**config.mk**
```make
export PLATFORM = sky130hd
export DESIGN_NAME = mem_io_responder
export DESIGN_NICKNAME = d
export VERILOG_FILES = /design/src/rtl/mem_io_responder.sv
export SDC_FILE = /design/constraint.sdc
export NUM_CORES = 1
export LEC_CHECK = 0
export CAP_MARGIN = 0
export CORE_UTILIZATION = 40
export CTS_BUF_LIST = sky130_fd_sc_hd__clkbuf_4
export DETAILED_ROUTE_END_ITERATION = 12
export PLACE_DENSITY = 0.88
export SLEW_MARGIN = 20
export SYNTH_ARGS = -nofsm -noshare
export SYNTH_HDL_FRONTEND = slang
export SYNTH_SLANG_ARGS = --single-unit
```
**constraint.sdc**
```tcl
create_clock -name clk -period 3.8 [get_ports clk]
set_clock_uncertainty 0.2 [all_clocks]
set_input_delay 0.38 -clock clk [delete_from_list [all_inputs] [get_ports clk]]
set_output_delay 0.38 -clock clk [all_outputs]
set_load 0.01 [all_outputs]
```
**src/rtl/mem_io_responder.sv**
```systemverilog
// Memory-side responder for the SLC-3 memory request interface: steers each
// request to a synchronous BRAM or to the switch/hex I/O port and acknowledges it.
module mem_io_responder #(
    parameter int unsigned RD_LAT  = 2,
    parameter logic [15:0] IO_ADDR = 16'hFFFF
) (
    input  logic        clk,
    input  logic        reset,
    input  logic        mem_ena,
    input  logic        mem_wr_ena,
    input  logic [15:0] mem_addr,
    input  logic [15:0] mem_wdata,
    output logic [15:0] mem_rdata,
    output logic        mem_ack,
    output logic        bram_en,
    output logic        bram_we,
    output logic [15:0] bram_addr,
    output logic [15:0] bram_wdata,
    input  logic [15:0] bram_rdata,
    input  logic [15:0] sw_i,
    output logic [15:0] hex_o
);

    localparam int unsigned DW = 16;
    localparam int unsigned CW = 3;

    typedef enum logic [1:0] {
        IDLE = 2'd0,
        BUSY = 2'd1,
        HOLD = 2'd2
    } state_t;

    state_t          state_q, state_d;
    logic [CW-1:0]   cnt_q, cnt_d;
    logic            wr_q;
    logic            is_io_q;
    logic [DW-1:0]   io_q;
    logic [DW-1:0]   sw_meta;
    logic [DW-1:0]   sw_sync;
    logic            issue_c;
    logic            issue_io_c;

    // Next-state, latency counting and the combinational request/ack outputs.
    always_comb begin
        state_d    = state_q;
        cnt_d      = cnt_q;
        issue_c    = 1'b0;
        issue_io_c = 1'b0;
        mem_ack    = 1'b0;
        mem_rdata  = '0;
        bram_en    = 1'b0;
        bram_we    = 1'b0;
        bram_addr  = '0;
        bram_wdata = '0;

        case (state_q)
            IDLE: begin
                cnt_d = '0;
                if (mem_ena && !reset) begin
                    issue_c    = 1'b1;
                    issue_io_c = (mem_addr == IO_ADDR);
                    state_d    = BUSY;
                    cnt_d      = CW'(1);
                    if (mem_addr != IO_ADDR) begin
                        bram_en    = 1'b1;
                        bram_we    = mem_wr_ena;
                        bram_addr  = mem_addr;
                        bram_wdata = mem_wdata;
                    end
                end
            end
            BUSY: begin
                cnt_d = cnt_q + CW'(1);
                if (cnt_q == CW'(RD_LAT)) begin
                    cnt_d   = '0;
                    state_d = mem_ena ? HOLD : IDLE;
                    if (!reset) begin
                        mem_ack = 1'b1;
                        if (wr_q) begin
                            mem_rdata = '0;
                        end else if (is_io_q) begin
                            mem_rdata = io_q;
                        end else begin
                            mem_rdata = bram_rdata;
                        end
                    end
                end
            end
            HOLD: begin
                cnt_d = '0;
                if (!mem_ena) begin
                    state_d = IDLE;
                end
            end
            default: begin
                state_d = IDLE;
                cnt_d   = '0;
            end
        endcase
    end

    // State register, request capture, I/O registers and switch synchronizer.
    always_ff @(posedge clk) begin
        if (reset) begin
            state_q <= IDLE;
            cnt_q   <= '0;
            wr_q    <= 1'b0;
            is_io_q <= 1'b0;
            hex_o   <= '0;
            io_q    <= '0;
            sw_meta <= '0;
            sw_sync <= '0;
        end else begin
            state_q <= state_d;
            cnt_q   <= cnt_d;
            sw_meta <= sw_i;
            sw_sync <= sw_meta;
            if (issue_c) begin
                wr_q    <= mem_wr_ena;
                is_io_q <= issue_io_c;
            end
            if (issue_io_c && mem_wr_ena) begin
                hex_o <= mem_wdata;
            end
            if (issue_io_c && !mem_wr_ena) begin
                io_q <= sw_sync;
            end
        end
    end

endmodule

```
== Yosys cells after proc, flatten, opt, wreduce, memory -nomap -nowiden ==
Cells that the tools add are included.
Word-level totals
  flip-flop bits (word level): 71
  output and inout bits: 67
Operators by class
  $add $sub $neg: 1
  equality and inequality tests: 8
  muxes and demuxes: 32
  reduce and logical (&&, ||, !) cells: 7
Operators by type and width (count)
  2-to-1 mux 16 bit: 11
  == test 16 bit (second input constant): 1
  inequality test 16 bit (second input constant): 1
  2-to-1 mux 1 bit: 14
  2-to-1 mux 2 bit: 4
  inequality test 2 bit (second input constant): 3
  one-hot mux 2 bit (3 select lines): 1
  one-hot mux 3 bit (2 select lines): 1
  adder 3 x 1 -> 3 bit (second input constant): 1
  == test 3 x 2 -> 1 bit (second input constant): 1
  logical AND 1 bit: 3
  2-to-1 mux 3 bit: 1
  AND reduction 3 bit: 1
  == test 2 x 1 -> 1 bit (second input constant): 1
  == test 2 bit (second input constant): 1
  logical NOT 1 bit: 2
  logical NOT 2 bit: 1

== Logic depth before layout (Yosys ltp) ==
Gate-level depths: netlist of the first run.
  depth in word-level cells: 5
  depth in mapped cells: 7
  gate-level depth less buffers: 4

== Least setup slack after synthesis of the first run ==
OpenSTA, ideal clock, no wires.
  kind: input -> output
  from: in reset
  to: out mem_rdata[10]
  arrival: 1700 ps
  setup slack: 1520 ps
  stages on the path: 5
  buffers on the path: 2
  path through: or3b_2 -> or3_1 -> clkbuf_1 -> buf_2 -> nor2_1
Between the ends
  word-level cells in the longest chain between the ends: 3
RTL lines
  start: declaration: RTL line 8  | input logic reset,
  2-to-1 mux 16 bit: RTL line 77  | if (!reset) begin
  2-to-1 mux 16 bit: RTL line 74  | if (cnt_q == CW'(RD_LAT)) begin
  2-to-1 mux 16 bit: RTL line 56  | case (state_q)
  end: declaration: RTL line 13  | output logic [15:0] mem_rdata,
No other way between the ends.

== Worst setup path in the final report of the first run ==
  from: reg state_q[0]
  to: out mem_rdata[3]
Between the ends
  word-level cells in the longest chain between the ends: 2
RTL lines
  start: declaration: RTL line 33  | state_t state_q, state_d;
  start signal: assignment: RTL line 114  | state_q <= state_d;
  == test 2 x 1 -> 1 bit: RTL line 56
  2-to-1 mux 16 bit: RTL line 56
No other way between the ends.

==> results_dict.tcl, run 1 <==
set metrics [dict create \
    status "complete, no violations" \
    grt.total_usage 0.203 \
    diodes 0 \
    powerDensity_mw_per_mm2 344 \
    path_delay_family "simple AND/OR/NAND/NOR gates" \
    clockRootBuffer "clkbuf_4" \
    rsz0062_at_grt "false" \
    clockBufferDepth 2 \
    cts.repair.resized 0 \
    core_area_mm2 0.00687 \
    place_ws_ns 0.736 \
    dp_hpwl_um 5460 \
    synth_seq_area_share 0.495 \
    finalWirelength_um 7440 \
    start_util 0.418 \
    cpMaxStageDelayCell "or3_1" \
    top_layer "met4" \
    drive_gt1_frac 0.0621 \
    path_max_fanout 16 \
    die_h_um 86.7 \
    layout_setup_ws_ns 0.539 \
    leakage_nw 1.53 \
    antenna_found_initial 0 \
    final_nets 514 \
    relSlewSlack 0.336 \
    final_hold_viol_count 0 \
    worst_pin_slew_ns 0.997 \
    syn_area_mm2 0.00287 \
    synth_area_per_cell_um2 8.89 \
    drt-pass1-iter-count 4 \
    clk_pin_slew_worst_paths_ns 0.12 \
    arrival_ns 2.68 \
    wl_met1_um 2870 \
    yosys.area.top_type "dfxtp_1" \
    syn_inst 323 \
    cts_buffers 9 \
    fmax_mhz 307 \
    wl_per_cell_um 13.6 \
    synth_edf_count 0 \
    vias 2679 \
    dieArea_mm2 0.00752 \
    cp_num_buf_inv 1 \
    grt_pass1_wl_um 11800 \
    htreeDepth 3 \
    hp-class "primary input to flip-flop" \
    max_stage_delay_ns 0.61 \
    final_cells 547 \
    rows 30 \
    p_sw_frac 0.236 \
    cts_setup_buffers 0 \
    wl_met2_um 3860 \
    yosys_warnings 0 \
    grt_pass1_vias 2540 \
    clkPwrFrac 0.353 \
    vdd_drop_max_mv 0.289 \
    seq_power_share 0.517 \
    cp.required_ns 3.22 \
    port_buffers 134 \
    io_pins 135 \
    finalCritPeriodShare 0.858 \
    drv_cap 0 \
    die_w_um 86.7 \
    netlist.area_leader.share 0.495 \
    cp_cell_sequence "or3b_2 > or3_1 > nor2_1 > clkdlybuf4s50_1" \
    routed_via_density 4.90 \
    wl_met3_um 561 \
    setup_violations 0 \
    final_core_util 0.641 \
    async_reset_ff_frac 0 \
    cp-end-kind "output port" \
    yosys-top-cells-area "dfxtp_1, and2_1, nor2b_1, a21oi_1, nand3_1" \
    synth_nets 391 \
    clock_sinks 71 \
    synth_seq_cells 71 \
    slew_viol_final 0 \
    drc 0 \
    cts_hold_buf 0 \
    clkLatencyLatePin_ns 0.40 \
    ys.flop_type "dfxtp_1" \
    overflow 0 \
    cp-start-kind "flip-flop" \
    ys_types 30 \
    p_sw_uw 357 \
    hold_ws_ns 0.108 \
    antenna_left 0 \
    drtIter0Drc 135 \
    setup_tns_ns 0 \
    worstSetupPathType "flip-flop to output port" \
    p_int_mw 1.16 \
    place_inst 531 \
    area_growth_pct 53.4 \
    grt_max_degree 68 \
    place_congestion 0.761 \
    cts_tree "done" \
    comb_power_share 0.131 \
    synth_commonest_cells "dfxtp_1, a21oi_1, nand3_1" \
    post-synth-top-count-cell "dfxtp_1" \
    finalCriticalPeriod_ns 3.26 \
]
## path summary, 6_finish.rpt
kind | from | to | slack [ns] | cells past startpoint
setup / recovery | state_q[0]$_SDFFE_PP0P_ | mem_rdata[3] | 0.54 | 4
hold / removal | reset | cnt_q[2]$_SDFF_PP0_ | 0.11 | 3
setup reg to reg | state_q[0]$_SDFFE_PP0P_ | io_q[0]$_SDFFE_PP0P_ | 1.56 | 5
hold reg to reg | sw_meta[9]$_SDFF_PP0_ | sw_sync[9]$_SDFF_PP0_ | 0.25 | 1
## per-stage QoR
step	instance area, um2	power, mW
CTS	4400	1.53
global route	4400	1.58
detailed placement	4240	0.997
finish	4400	1.51
global placement	4240	0.992
floorplan	2870	0.879
## kinds of logic after synthesis
kind of cell | share of synthesized area
mux | 0.0597
buf+inv | 0.0449
compound gates | 0.118
simple gates | 0.276
flops | 0.495
xor+xnor | 0.00610
## worst min-delay path, stage by stage
cell	delay [ns]
buf_2	0.11
or3b_2	0.14
nor2_1	0.05
## placed cells by master, fill, tap and decap left out, types with 2 or more instances in the layout
cell / instances
nor2_4: 2
nand4_1: 4
and2_1: 32
mux2i_1: 16
clkinvlp_4: 3
nand2_1: 4
o21ai_0: 21
clkbuf_4: 9
o21ai_1: 11
a21oi_1: 34
nand2b_1: 3
nor2_1: 20
nand3_1: 33
dfxtp_1: 71
bufinv_16: 2
buf_4: 4
nor2b_1: 32
clkdlybuf4s50_1: 133
## layout make-up
cell class | instances | area [um2]
clock buffer | 9 | 67.6
clock inverter | 7 | 96.3
fill | 590 | 2460
inverter | 1 | 3.75
multi-input combinational | 225 | 1330
sequential | 71 | 1420
tap | 96 | 120
timing repair buffer | 138 | 1370
## flip-flops by register name, indices dropped and copies added, names as in the netlist
signal,flops
sw_meta,16
state_q,2
wr_q,1
is_io_q,1
sw_sync,16
cnt_q,3
hex_o,16
io_q,16
## power groups by stage
stage,clock network [mW],registers (mW),logic (mW)
after floorplan,0,0.787,0.0924
after global placement,0,0.797,0.195
after detailed placement,0,0.798,0.198
after CTS,0.548,0.782,0.199
after global routing,0.585,0.785,0.214
final,0.534,0.782,0.198
## per-layer routing
metal	GRT usage	vias to the layer above
met5	0	-
met4	0.0848	0
met3	0.0638	13
met2	0.369	110
met1	0.218	1220
li1	-	1336
(Power assumes the default switching activity.)
==> run 2, diff against run 1 <==
--- a/config.mk
+++ b/config.mk
@@ -5,6 +5,7 @@
 export SDC_FILE = /design/constraint.sdc
 export NUM_CORES = 1
 export LEC_CHECK = 0
+export ABC_CLOCK_PERIOD_IN_PS = 3800
 export CAP_MARGIN = 0
 export CORE_UTILIZATION = 40
 export CTS_BUF_LIST = sky130_fd_sc_hd__clkbuf_4
==> results of run 2 <==
Same layout as run 1: the final DEF is identical, and so are final timing and power.
